$ cat src/rtl/bus_interconnect_if.sv
// bus_interconnect_if: CPU-side command/response and shared peripheral-side request/ack signals
interface bus_interconnect_if #(
  parameter int NUM_SLAVES = 4,
  parameter int ADDR_W     = 32,
  parameter int DATA_W     = 32
);
  logic [ADDR_W-1:0]            m_addr;
  logic [DATA_W-1:0]            m_wdata;
  logic                         m_wren;
  logic [DATA_W/8-1:0]          m_mask;
  logic                         m_req;
  logic                         m_ack;
  logic [DATA_W-1:0]            m_rdata;
  logic                         m_err;
  logic [NUM_SLAVES-1:0]        s_req;
  logic [ADDR_W-1:0]            s_addr;
  logic [DATA_W-1:0]            s_wdata;
  logic                         s_wren;
  logic [DATA_W/8-1:0]          s_mask;
  logic [NUM_SLAVES-1:0]        s_ack;
  logic [NUM_SLAVES*DATA_W-1:0] s_rdata;
  modport master (
    input  m_addr, m_wdata, m_wren, m_mask, m_req, s_ack, s_rdata,
    output m_ack, m_rdata, m_err, s_req, s_addr, s_wdata, s_wren, s_mask
  );
  modport slave (
    output m_addr, m_wdata, m_wren, m_mask, m_req, s_ack, s_rdata,
    input  m_ack, m_rdata, m_err, s_req, s_addr, s_wdata, s_wren, s_mask
  );
endinterface

$ cat src/rtl/bus_interconnect.sv
// bus_interconnect: single-master, N-slave decode with one-hot request, timeout and error counting
module bus_interconnect #(
  parameter int                          NUM_SLAVES = 4,
  parameter int                          ADDR_W     = 32,
  parameter int                          DATA_W     = 32,
  parameter logic [NUM_SLAVES*ADDR_W-1:0] SLAVE_BASE = '0,
  parameter logic [NUM_SLAVES*ADDR_W-1:0] SLAVE_MASK = '0,
  parameter int                          TIMEOUT    = 255
) (
  input  logic                      clk,
  input  logic                      reset,
  bus_interconnect_if.master        bus,
  output logic [15:0]               err_count
);
  localparam int CW = TIMEOUT > 0 ? $clog2(TIMEOUT + 1) : 1;
  localparam int IW = NUM_SLAVES > 1 ? $clog2(NUM_SLAVES) : 1;
  typedef enum logic [1:0] {IDLE, WAIT, HOLD} state_t;
  state_t                state, state_n;
  logic [CW-1:0]         cnt, cnt_n;
  logic [IW-1:0]         sel, idx;
  logic                  hit, ld, ack_n, err_n;
  logic [DATA_W-1:0]     rdata_n;
  logic [NUM_SLAVES-1:0] req_n;
  always_comb begin
    hit = 1'b0;
    idx = '0;
    for (int i = NUM_SLAVES - 1; i >= 0; i--)
      if ((bus.m_addr & SLAVE_MASK[i*ADDR_W +: ADDR_W]) == SLAVE_BASE[i*ADDR_W +: ADDR_W]) begin
        hit = 1'b1;
        idx = IW'(i);
      end
  end
  always_comb begin
    state_n = state;
    cnt_n   = cnt;
    req_n   = bus.s_req;
    ld      = 1'b0;
    ack_n   = 1'b0;
    err_n   = 1'b0;
    rdata_n = '0;
    case (state)
      IDLE: if (bus.m_req) begin
        ld      = 1'b1;
        req_n   = hit ? NUM_SLAVES'(1) << idx : '0;
        cnt_n   = '0;
        ack_n   = !hit;
        err_n   = !hit;
        state_n = hit ? WAIT : HOLD;
      end
      WAIT: if (bus.s_ack[sel]) begin
        req_n   = '0;
        ack_n   = 1'b1;
        rdata_n = bus.s_wren ? '0 : bus.s_rdata[sel*DATA_W +: DATA_W];
        state_n = HOLD;
      end else if (TIMEOUT != 0 && cnt == CW'(TIMEOUT - 1)) begin
        req_n   = '0;
        ack_n   = 1'b1;
        err_n   = 1'b1;
        rdata_n = '1;
        state_n = HOLD;
      end else begin
        cnt_n = TIMEOUT == 0 ? cnt : cnt + CW'(1);
      end
      HOLD: state_n = bus.m_req ? HOLD : IDLE;
      default: state_n = IDLE;
    endcase
  end
  always_ff @(posedge clk) begin
    if (reset) begin
      state       <= IDLE;
      cnt         <= '0;
      sel         <= '0;
      bus.s_req   <= '0;
      bus.s_addr  <= '0;
      bus.s_wdata <= '0;
      bus.s_wren  <= 1'b0;
      bus.s_mask  <= '0;
      bus.m_ack   <= 1'b0;
      bus.m_err   <= 1'b0;
      bus.m_rdata <= '0;
      err_count   <= '0;
    end else begin
      state       <= state_n;
      cnt         <= cnt_n;
      bus.s_req   <= req_n;
      bus.m_ack   <= ack_n;
      bus.m_err   <= err_n;
      bus.m_rdata <= rdata_n;
      if (ld) begin
        sel         <= idx;
        bus.s_addr  <= bus.m_addr;
        bus.s_wdata <= bus.m_wdata;
        bus.s_wren  <= bus.m_wren;
        bus.s_mask  <= bus.m_mask;
      end
      if (ack_n && err_n && err_count != 16'hFFFF) err_count <= err_count + 16'd1;
    end
  end
endmodule
$ cat src/flat_wrapper.sv
// flat-port wrapper written by rule: the top's interface ports become plain ports
module bus_interconnect_flat 
#(
  parameter int                          NUM_SLAVES = 4,
  parameter int                          ADDR_W     = 32,
  parameter int                          DATA_W     = 32,
  parameter logic [NUM_SLAVES*ADDR_W-1:0] SLAVE_BASE = '0,
  parameter logic [NUM_SLAVES*ADDR_W-1:0] SLAVE_MASK = '0,
  parameter int                          TIMEOUT    = 255
)
  (clk, reset, err_count, bus_m_addr, bus_m_wdata, bus_m_wren, bus_m_mask, bus_m_req, bus_s_ack, bus_s_rdata, bus_m_ack, bus_m_rdata, bus_m_err, bus_s_req, bus_s_addr, bus_s_wdata, bus_s_wren, bus_s_mask);
  bus_interconnect_if #(.NUM_SLAVES(NUM_SLAVES), .ADDR_W(ADDR_W), .DATA_W(DATA_W)) bus_i ();
  input  logic clk;
  input  logic reset;
  output logic [15:0] err_count;
  input wire logic [$bits(bus_i.m_addr)-1:0] bus_m_addr;
  input wire logic [$bits(bus_i.m_wdata)-1:0] bus_m_wdata;
  input wire logic [$bits(bus_i.m_wren)-1:0] bus_m_wren;
  input wire logic [$bits(bus_i.m_mask)-1:0] bus_m_mask;
  input wire logic [$bits(bus_i.m_req)-1:0] bus_m_req;
  input wire logic [$bits(bus_i.s_ack)-1:0] bus_s_ack;
  input wire logic [$bits(bus_i.s_rdata)-1:0] bus_s_rdata;
  output wire logic [$bits(bus_i.m_ack)-1:0] bus_m_ack;
  output wire logic [$bits(bus_i.m_rdata)-1:0] bus_m_rdata;
  output wire logic [$bits(bus_i.m_err)-1:0] bus_m_err;
  output wire logic [$bits(bus_i.s_req)-1:0] bus_s_req;
  output wire logic [$bits(bus_i.s_addr)-1:0] bus_s_addr;
  output wire logic [$bits(bus_i.s_wdata)-1:0] bus_s_wdata;
  output wire logic [$bits(bus_i.s_wren)-1:0] bus_s_wren;
  output wire logic [$bits(bus_i.s_mask)-1:0] bus_s_mask;
  assign bus_i.m_addr = bus_m_addr;
  assign bus_i.m_wdata = bus_m_wdata;
  assign bus_i.m_wren = bus_m_wren;
  assign bus_i.m_mask = bus_m_mask;
  assign bus_i.m_req = bus_m_req;
  assign bus_i.s_ack = bus_s_ack;
  assign bus_i.s_rdata = bus_s_rdata;
  assign bus_m_ack = bus_i.m_ack;
  assign bus_m_rdata = bus_i.m_rdata;
  assign bus_m_err = bus_i.m_err;
  assign bus_s_req = bus_i.s_req;
  assign bus_s_addr = bus_i.s_addr;
  assign bus_s_wdata = bus_i.s_wdata;
  assign bus_s_wren = bus_i.s_wren;
  assign bus_s_mask = bus_i.s_mask;
  bus_interconnect #(.NUM_SLAVES(NUM_SLAVES), .ADDR_W(ADDR_W), .DATA_W(DATA_W), .SLAVE_BASE(SLAVE_BASE), .SLAVE_MASK(SLAVE_MASK), .TIMEOUT(TIMEOUT)) u_core (.clk(clk), .reset(reset), .bus(bus_i), .err_count(err_count));
endmodule
$ cat config.mk
export PLATFORM = sky130hd
export DESIGN_NAME = bus_interconnect_flat
export DESIGN_NICKNAME = d
export VERILOG_FILES = /design/src/rtl/bus_interconnect_if.sv /design/src/rtl/bus_interconnect.sv /design/src/flat_wrapper.sv
export SDC_FILE = /design/constraint.sdc
export NUM_CORES = 1
export LEC_CHECK = 0
export CAP_MARGIN = 20
export CORE_AREA = 2 2 126 128
export CTS_CLUSTER_SIZE = 24
export DETAILED_ROUTE_END_ITERATION = 8
export DIE_AREA = 0 0 128 130
export GPL_TIMING_DRIVEN = 0
export PLACE_DENSITY_LB_ADDON = 0.2
export RECOVER_POWER = 50
export SYNTH_ARGS = -nofsm -noshare
export SYNTH_HDL_FRONTEND = slang
export SYNTH_SLANG_ARGS = --single-unit
$ cat constraint.sdc
create_clock -name clk -period 3.04 [get_ports clk]
set_input_delay 0.608 -clock clk [delete_from_list [all_inputs] [get_ports clk]]
set_output_delay 0.608 -clock clk [all_outputs]
set_load 0.02 [all_outputs]
# == Yosys cells after proc, flatten, opt, wreduce, memory -nomap -nowiden ==
# Cells that the tools add are included.
# word_totals
word_cells,53
input_bits,204
register_bits,133
# op_classes
n_eq_ne,8
bitwise_logic,1
n_reduce_logical,8
muxes,23
add_sub_neg,2
# op_table
op,n
32-bit 2-to-1 mux,3
8-bit 2-to-1 mux,3
16-bit by 1-bit adder with 16-bit output (second input constant),1
16-bit inequality test (second input constant),1
8-bit case mux with 2 select lines,1
4-bit 2-to-1 mux,3
8-bit by 1-bit adder with 8-bit output (second input constant),1
8-bit equality test (second input constant),1
2-bit 2-to-1 mux,4
4-bit case mux with 2 select lines,1
1-bit 2-to-1 mux,7
2-bit inequality test (second input constant),3
2-bit case mux with 3 select lines,1
4-bit AND reduction,1
3-bit by 1-bit inequality test with 1-bit output (second input constant),1
3-bit AND reduction,1
2-bit by 1-bit equality test with 1-bit output (second input constant),1
2-bit equality test (second input constant),1
1-bit logical AND,2
2-bit logical NOT,1
2-bit AND reduction,1
2-bit nonzero test,1
2-bit OR reduction,1
1-bit NOT,1

# == Longest topological paths before layout ==
# depth
ltp_word,6
depth_mapped,8

# == Worst setup path after synthesis ==
# Ideal clock, no wire load.
# synth_timing
kind,flip-flop to flip-flop
start,reg u_core.err_count[0]
end,reg u_core.err_count[11]
stages_incl_launch_ff,8
arrival_time_ns,1.820
setup_slack_ns,1.105
period_less_slack_ns,1.935
path_cell_list,dfxtp_1 > ha_1 > nand3_1 > nor4_1 > buf_2 > buf_2 > nor4_1 > o21ba_2
# synth_via
elab_chain_cells,2
# synth_rtl
element,line_no,text
from (decl),bus_interconnect.sv:13,output logic [15:0] err_count
from (signal assigned),bus_interconnect.sv:96,if (ack_n && err_n && err_count != 16'hFFFF) err_count <= err_count + 16'd1;
branches (longest 2 deep; another with 16-bit by 1-bit adder with 16-bit output),--,
# Parallel ways; which one is timed is not known.
# A chain may end at the register's enable or synchronous reset.

# == Worst setup path after layout ==
# layout_timing
start,in bus_s_ack[0]
end,reg u_core.bus.m_rdata[15]
# layout_via
elab_chain_cells,1
# layout_rtl
element,line_no,text
from (decl),flat_wrapper.sv:21,input wire logic [$bits(bus_i.s_ack)-1:0] bus_s_ack;
32-bit 2-to-1 mux,bus_interconnect.sv:50,WAIT: if (bus.s_ack[sel]) begin
to (signal assigned),bus_interconnect.sv:88,bus.m_rdata <= rdata_n;
to (decl),bus_interconnect_if.sv:24,"output m_ack, m_rdata, m_err, s_req, s_addr, s_wdata, s_wren, s_mask"
# Every way passes these cells.

==> impl_results.md <==
- Outcome: finished clean
- Initial Util: 0.3097
- Post-Route WL: around 15 mm
- Clk_skew: between 0.006 and 0.007 ns
- Fillers: approximately 1.5k
- Clock Latency Late Sink: a little over 0.4 ns
- TritonCTS clock tree: built
- First-pass GRT wire length: around 23 mm
- Worst VDD drop: between 0.3 and 0.4 mV
- Worst hold slack: 0.4498 ns
- Cts bufs inserted: 17
- CTS Buffer Depth: 2
- CP Class: in2reg
- Root Driver: clkbuf_16
- Initial antenna violation count: 1
- Tcrit/Tclk final: 0.8389
- DR WL/cell: around 15 um
- Die Wd: 128 um
- DRC: 0
- Leak: between 3 and 4 nW
- Dominant synthesized flop cell: dfxtp_1
- Clock slew at reported path FFs: ~0.060 ns
- Crit-path max FO: 10
- Post-synthesis cell type count: between 40 and 50
- Die Span Y: around 130 um
- Crit path time final: between 2 and 3 ns
- Area growth syn-to-layout: 64.07%
- Startpoint Class: primary input
- Postcts setup bufs: 0
- Post-synth EDFFs: 0
- Max Freq: between 300 and 400 MHz
- Post-DP HPWL: between 10 and 15 mm
- Routability cong.: approximately 0.81
- NumNets Final: 1004
- Slew headroom: 0.3171
- Worst Path Required: around 3.4 ns
- RSZ-0062 raised after global routing: false
- Clock Sink Count: between 100 and 150
- Hold Violations, Final: 0
- Synth Warn #: 0
- Crit. End Element: register
- Port bufs: ~220
- Post-cts resize count: 0
- Site Rows: between 40 and 50
- First-pass DRT Iterations: 4
- # IOs: 327
- DR vias: ~4.8k
- Hold Crit Class: reg2reg
- Post-Synthesis Cell Area: around 4800 um2
- Total global routing overflow: 0
- WP data arrival: 2.90 ns
- Slew Viols, Final: 0
- Remaining antenna violation count: 0
- Endpoints failing setup: 0
- Register area share after synthesis: 0.5448
- Synth Area per Inst: 8.654 um2
- MaxCap Viol Count: 0
- Largest net degree at the start of global routing: 17
- Synth async-reset ratio: 0
- Initial drt markers: 167
- Layout cells sized above 1: 0.05700
- Power Dens Cells: roughly 550 nW/um2
- Core area: between 15000 and 20000 um2
- Hold_buf cts: 0
- Overall Global Routing Usage: 0.1778
- Drt via density: 4.759
- FF+latch count, synth: 130
- Post-Synthesis Cells: around 550
- H-Tree Depth: 4
- Die ar.: 16640 um2
- Worst-Margin Slew: 1.015 ns
- Setup TNS: 0 ns
- Vias in the first global route: ~4.6k
-- critical path: stages --
cell	delay, ns
dlygate4sd3_1	0.60
or3b_1	0.43
nor4_1	0.79
buf_2	0.36
a21o_1	0.11
-- layer usage --
| layer | part of all wire | vias up | wire length, um | global-route usage |
|---|---|---|---|---|
| li1 | - | 2391 | - | - |
| met1 | 0.43 | 2195 | 6439 | 0.2113 |
| met2 | 0.47 | 153 | 7022 | 0.2831 |
| met3 | 0.091 | 20 | 1374 | 0.07462 |
| met4 | 0.015 | 0 | 223 | 0.07886 |
| met5 | 0 | - | 0 | 0 |
-- metrics by stage --
step | power, mW | cell area, um2 | setup slack (ns) | cells | util
floorplan | 2.094 | 4785 | 1.105 | 554 | -
detailed placement | 2.431 | 7267 | 0.1212 | 970 | 0.4711
global route | 4.506 | 7835 | 0.3510 | 999 | 0.5079
finish | 4.333 | 7838 | 0.4896 | 1000 | 0.5081
CTS | 4.425 | 7841 | 0.5952 | 999 | 0.5084
global placement | 2.423 | 7267 | 0.1668 | 970 | 0.4711
-- layout by cell type (no fill, tap or decap), types with 3 or more instances in the layout --
master	instances
nand2_1	148
buf_1	3
nor3_1	4
inv_1	3
nand4_1	5
clkbuf_8	7
buf_4	3
dlygate4sd3_1	108
mux2_2	3
clkdlybuf4s50_1	116
nor2_1	8
o21ai_0	5
nand3_1	14
or4_1	10
nor2b_1	4
buf_2	7
conb_1	3
and4_1	3
clkbuf_1	32
o31ai_1	8
a21oi_1	89
a21o_1	32
o211ai_1	3
dfxtp_1	130
and3_1	5
nor4_1	8
clkbuf_16	17
ha_1	3
-- cells in the mapped netlist, types with 5 or more instances --
cell / number / area share
a21o_1: 32 / 0.050
a21oi_1: 89 / 0.093
and3_1: 5 / 0.0065
buf_2: 7 / 0.0073
clkbuf_1: 30 / 0.024
dfxtp_1: 130 / 0.54
nand2_1: 148 / 0.12
nand3_1: 14 / 0.015
nand4_1: 5 / 0.0065
nor2_1: 8 / 0.0063
nor4_1: 7 / 0.0092
o21ai_0: 5 / 0.0052
o31ai_1: 8 / 0.013
or4_1: 10 / 0.016
-- flip-flops by register name, indices dropped and copies added, names as in the netlist --
signal / flops
u_core.bus.m_rdata: 32
u_core.bus.s_wdata: 32
u_core.cnt: 8
u_core.err_count: 16
u_core.bus.s_addr: 32
u_core.bus.m_err: 1
u_core.bus.m_ack: 1
u_core.bus.s_wren: 1
u_core.state: 2
u_core.bus.s_req: 1
u_core.bus.s_mask: 4
-- path summary, 6_finish.rpt --
check                                                   startpoint  cells past startpoint                                  to  slack [ns]
worst min register to register  u_core.bus.s_addr[20]$_SDFFE_PP0P_                      2  u_core.bus.s_addr[20]$_SDFFE_PP0P_        0.45
worst max register to register    u_core.err_count[0]$_SDFFE_PP0P_                      7    u_core.err_count[7]$_SDFFE_PP0P_        0.89
worst max-delay path                                  bus_s_ack[0]                      5   u_core.bus.m_rdata[15]$_SDFF_PP0_        0.49
worst min-delay path            u_core.bus.s_addr[20]$_SDFFE_PP0P_                      2  u_core.bus.s_addr[20]$_SDFFE_PP0P_        0.45
-- logic make-up (layout without fill, tap and decap cells) --
family | Yosys count | in the layout | share of synthesized area
other cells | 1 | 4 | 0.0007850
flops | 130 | 130 | 0.5448
buf+inv | 46 | 299 | 0.04033
compound gates | 149 | 149 | 0.1865
mux | 3 | 3 | 0.007071
fa+ha+maj | 3 | 3 | 0.007858
simple gates | 220 | 220 | 0.2127
-- power breakdown --
part / switching (mW) / leakage [nW] / internal [mW]
Clock: 0.704 / 0.277 / 1.26
Sequential: 0.0363 / 1.06 / 1.78
Combinational: 0.283 / 2.06 / 0.267
-- layout make-up --
| cell class | count | area, um2 | share of cell area |
|---|---|---|---|
| multi-input cells | 378 | 1983 | 0.2530 |
| well taps | 192 | 240.2 | 0.03065 |
| inverters | 3 | 11.26 | 0.001437 |
| plain buffers | 43 | 181.4 | 0.02315 |
| diodes | 1 | 2.502 | 0.0003193 |
| flip-flops and latches | 130 | 2603 | 0.3321 |
| clock inverters | 3 | 45.04 | 0.005747 |
| clock buffers | 26 | 529.3 | 0.06753 |
| repair buffers | 224 | 2242 | 0.2861 |
No activity file was read; power rests on OpenSTA's default activity.
==> variant 1: new RTL, same settings <==
The 3 states of `state_t` get a one-hot encoding in 3 bits.
--- a/src/rtl/bus_interconnect.sv
+++ b/src/rtl/bus_interconnect.sv
@@ -16,3 +16,3 @@
   localparam int IW = NUM_SLAVES > 1 ? $clog2(NUM_SLAVES) : 1;
-  typedef enum logic [1:0] {IDLE, WAIT, HOLD} state_t;
+  typedef enum logic [2:0] {IDLE = 3'b001, WAIT = 3'b010, HOLD = 3'b100} state_t;
   state_t                state, state_n;
Formal check against the unedited RTL: no difference found for any inputs over 4 cycles, from zero or initial values and one cycle with reset high; so few cycles prove little.
==> variant 1 against the unedited design <==
- global-route usage is 0.36 points higher
- critical path depth is the same
- sequential share of layout area fell by 0.61 points
- design area is 2.7% higher
- power rose by 5.6%
- synthesized area grew 2.7%
- via count is 4.0% higher
- die area stayed put
- wire length up 0.91%
- sequential cell count up 1
- synthesized cell count up 2.5%
- setup slack got worse by 81 ps
==> variant 1: results (changes against the unedited design) <==
### Status
* run status: complete, no violations

### Synth
* share of the synthesized area in compound gates (AO/OA/AOI/OAI): 17.7%, -0.98 points
* post-synthesis mux area share: 1.12%, +0.41 points
* most frequent cells after synthesis: nand2_1 (147), dfxtp_1 (131), a21oi_1 (86), a21o_1 (33), clkbuf_1 (24)
* top cells by area, synth: dfxtp_1 (53%), nand2_1 (11%), a21oi_1 (8.8%)
* synthesized-area fraction occupied by adder cells: 0.765%, -0.021 points
* Cell variety after synth: 44, +4.8%
* share of synthesized area occupied by flip-flops and latches: 53.4%, -1.0 points

### Setup path
* category of cells accounting for the largest share of critical-path delay: buffers and inverters
* crit path max-delay cell type: dlygate4sd3_1
* Critical Path Max Stage Delay: 730 ps, -60 ps

### Final layout
* fraction of area in non-clock buffers: 30.4%, -0.55 points
* net count reported at finish: 1,018, +1.4%
* fill cell count: 1,406, -6.5%
* CLK BUF: 18, -31%
* ant diodes: 0, -1
* share of layout cells above drive strength 1: 6.55%, +0.85 points
* area taken by multi-input logic gates: 2080 um^2, +4.9%
* number of sequential storage elements: 131, +0.77%
* sequential cell area share: 32.6%, -0.61 points
* area fraction of clock buffers and clock inverters: 8.06%, +0.73 points
* multi-input logic cell count: 391, +3.4%

### Detailed routing
* met3 wire length: 1580 um, +15%
* wire length on met1: 6320 um, -1.8%
* mean number of vias per cell: 4.87, +2.4%
* starting DRC count in detailed routing: 153, -8.4%
* Routed met2 length: 7010 um, -0.19%
* Routed wire per std cell: 15.0 um, -0.68%

### Pwr
* Max VDD drop: 0.344 mV, +12%
* part of the power in combinational logic: 11.7%, -1.0 points
* net switching power of the design: 0.00106 W, +3.7%
* standby leakage power: 3.54 nW, +4.2%

### Placement
* post-detailed-placement half-perimeter wirelength: 11,400 um, +1.7%
* weighted congestion reported at the end of routability-driven placement: 0.890, +10%
* pre-CTS setup slack: -35.5 ps, -157 ps

### Global routing
* total global routing track utilization: 18.1%, +0.36 points
* GR Layer Usage met2: 29.2%, +0.88 points
* global-route wire length before repair: 23,700 um, +2.4%
* met3 Usage GRT: 8.16%, +0.70 points
* number of antenna violations at the first check in global routing: 0, -1
* global-route track usage on met1: 21.1%, -0.066 points
* via count of the first global-routing pass: 4,801, +4.0%

### Timing
* slew at the pin closest to its max-slew limit: 832 ps, -182 ps

## variant 1: worst paths after layout
check                          from                      to  slack [ps]  depth (start not counted)
max                           reset    u_core.err_count[11]         410                          5
min          u_core.bus.s_wdata[10]  u_core.bus.s_wdata[10]         450                          2
max reg2reg     u_core.err_count[0]     u_core.err_count[0]         800                          7
min reg2reg  u_core.bus.s_wdata[10]  u_core.bus.s_wdata[10]         450                          2
## variant 1: metrics by stage
stage | hold slack, ps | std cells | utilization (%) | total power (W) | area, um^2
detailed placement | 447 | 984 | 48.0 | 0.00242 | 7400
global placement | 442 | 984 | 48.0 | 0.00241 | 7400
floorplan | 474 | 568 | - | 0.00209 | 4910
CTS | 455 | 1016 | 52.2 | 0.00467 | 8050
finish | 449 | 1016 | 52.2 | 0.00458 | 8050
global route | 473 | 1016 | 52.2 | 0.00477 | 8050
## variant 1: worst min-delay path, delay by kind of cell (launching register included)
| family | cells | cell delay (ps) |
|---|---|---|
| flops | 1 | 300 |
| compound gates | 1 | 50 |
| simple gates | 1 | 50 |
==> variant 2: new RTL, same flow settings <==
Made on the original files. `DATA_W` is set to 32 in 3 places; all go to 28.
--- a/src/rtl/bus_interconnect_if.sv
+++ b/src/rtl/bus_interconnect_if.sv
@@ -4,3 +4,3 @@
   parameter int ADDR_W     = 32,
-  parameter int DATA_W     = 32
+  parameter int DATA_W     = 28
 );
--- a/src/rtl/bus_interconnect.sv
+++ b/src/rtl/bus_interconnect.sv
@@ -4,3 +4,3 @@
   parameter int                          ADDR_W     = 32,
-  parameter int                          DATA_W     = 32,
+  parameter int                          DATA_W     = 28,
   parameter logic [NUM_SLAVES*ADDR_W-1:0] SLAVE_BASE = '0,
--- a/src/flat_wrapper.sv
+++ b/src/flat_wrapper.sv
@@ -5,3 +5,3 @@
   parameter int                          ADDR_W     = 32,
-  parameter int                          DATA_W     = 32,
+  parameter int                          DATA_W     = 28,
   parameter logic [NUM_SLAVES*ADDR_W-1:0] SLAVE_BASE = '0,
Ports: changed (6 resized); port bits go from 327 to 297. The function was not compared with the original's and may differ.
==> variant 2 against the unedited design <==
- setup slack worse by 46 ps
- wire length is 14% lower
- power grew 0.10%
- maximum frequency is 1.8% lower
- synthesized area decreased by 6.9%
- design area down 5.9%
- synthesized cell count fell by 7.8%
- sequential cell count is 9 lower
- combinational power shrank 4.9%
- cell count shrank 5.8%
- critical path type unchanged
==> variant 2: results (changes against the unedited design) <==
### Status
* run status: complete, no violations

### Synth
* top cells by area, synth: dfxtp_1 (54%), nand2_1 (12%), a21oi_1 (8.0%)
* synthesis warning total: 0, unchanged
* share of synthesized area occupied by flip-flops and latches: 54.5%, about the same
* most frequent cells after synthesis: nand2_1 (139), dfxtp_1 (121), a21oi_1 (71), a21o_1 (29), nor2_1 (26)
* most numerous cell in the Yosys netlist: nand2_1

### Placement
* weighted congestion reported at the end of routability-driven placement: 0.786, -2.7%
* cell area after placement: 6750 um^2, -7.2%
* post-detailed-placement half-perimeter wirelength: 9610 um, -15%
* pre-CTS setup slack: 168 ps, +46.6 ps
* number of buffer cells added on primary ports: 205, -8.5%

### Global routing
* via count of the first global-routing pass: 4,264, -7.6%
* global-route wire length before repair: 20,600 um, -11%
* total global routing track utilization: 15.5%, -2.2 points

### Timing
* Layout Skew: 8.55 ps, +1.70 ps
* period utilisation layout: 85.4%, +1.5 points
* slew at the pin closest to its max-slew limit: 885 ps, -130 ps

### CTS
* Clock Tree Buf Depth: 2, unchanged
* cell at the root of the clock tree: clkbuf_16

### Setup path
* Reg-to-Reg Start: u_core.state[1]
* endpoint of the lowest-slack register-to-register path: u_core.bus.m_rdata[11]
* Critical Path Max Stage Delay: 620 ps, -170 ps
* CP Data Arrival Time: 2870 ps, -30 ps
* crit path max-delay cell type: dlygate4sd3_1
* CP max FO: 7, -3
* minimum setup slack among reg-to-reg paths: 810 ps, -80 ps
* worst setup path startpoint: bus_s_ack[0]
* count of cells along the worst register-to-register path: 6, -1

### Pwr
* net switching power of the design: 0.00102 W, -0.78%
* standby leakage power: 3.19 nW, -6.1%
* Max VDD drop: 0.338 mV, +10%

### Detailed routing
* starting DRC count in detailed routing: 143, -14%
* iteration count of the initial detailed-routing pass: 4, unchanged
* mean number of vias per cell: 4.60, -3.3%
* Routed wire per std cell: 13.8 um, -8.5%

### Min path
* Hold Crit Start: u_core.bus.s_wdata[8]
* number of cells on the worst hold path: 2, unchanged
* Worst Hold Endpoint: u_core.bus.s_wdata[8]
* Hold Crit Class: flip-flop to flip-flop

### Final layout
* largest registers: u_core.bus.s_addr (32), u_core.bus.m_rdata (28), u_core.bus.s_wdata (28)
* fill cell count: 1,443, -4.1%
* net count reported at finish: 921, -8.3%
* share of layout cells above drive strength 1: 6.02%, +0.32 points

-- variant 2: cell types whose count changed after synthesis, moves of 6 or more --
| cell | change |
|---|---|
| a21oi_1 | -18 |
| nor2_1 | +18 |
| dfxtp_1 | -9 |
| nand2_1 | -9 |
| or4_1 | -8 |
| xnor2_1 | +8 |
| clkbuf_1 | -7 |
| nor4_1 | -7 |
| o31ai_1 | -7 |
| xor2_1 | +6 |
-- variant 2: final cells by class --
cell class / count / area [um^2] / area share, %
Antenna cell: 2 / 5.00 / 0.0678
Buffer: 34 / 140 / 1.90
Clock buffer: 20 / 457 / 6.19
Clock inverter: 12 / 173 / 2.34
Inverter: 1 / 3.75 / 0.0509
Multi-Input combinational cell: 355 / 1880 / 25.5
Sequential cell: 121 / 2420 / 32.8
Tap cell: 192 / 240 / 3.26
Timing Repair Buffer: 205 / 2050 / 27.8
-- variant 2: metrics by stage --
step	instances	util, %	hold slack (ps)	power [W]
after floorplan	511	-	452	0.00197
after global placement	908	43.7	441	0.00227
after detailed placement	908	43.7	447	0.00228
after CTS	940	47.8	454	0.00443
after global routing	940	47.8	463	0.00453
final	942	47.8	450	0.00434
-- variant 2: cells by family after synthesis --
kind of cell	count (synthesis)	synth area share [%]
other	1	0.0843
buffers and inverters	35	3.26
adders and majority gates	3	0.844
AOI/OAI and AO/OA	114	15.1
muxes	2	0.450
and+or+nand+nor	219	23.0
DFF	121	54.5
xor gates and xnor gates	14	2.76
-- variant 2: worst max path at each step --
stage,end,slack [ps],cells after the start
finish,u_core.err_count[9],440,7
global route,u_core.bus.m_rdata[12],330,6
CTS,u_core.err_count[9],600,7
detailed placement,u_core.err_count[9],170,7
global placement,u_core.err_count[11],190,7
floorplan,u_core.err_count[9],880,6
-- variant 2: critical path: cells and delay by family --
family,cells,cell delay (ps)
buf+inv,2,820
xor+xnor,1,160
simple gates,4,1270
-- variant 2: per-layer routing --
metal	track usage [%]	wire length, um
met3	6.07	1040
met1	19.0	5880
met5	0	0
met4	5.75	139
met2	25.0	5920
-- variant 2: power by group through the flow --
stage | registers [W] | logic (W) | clock network [W]
detailed placement | 0.00173 | 0.000552 | 0
CTS | 0.00170 | 0.000555 | 0.00218
global placement | 0.00173 | 0.000547 | 0
floorplan | 0.00181 | 0.000160 | 0
global route | 0.00170 | 0.000573 | 0.00226
finish | 0.00169 | 0.000523 | 0.00212
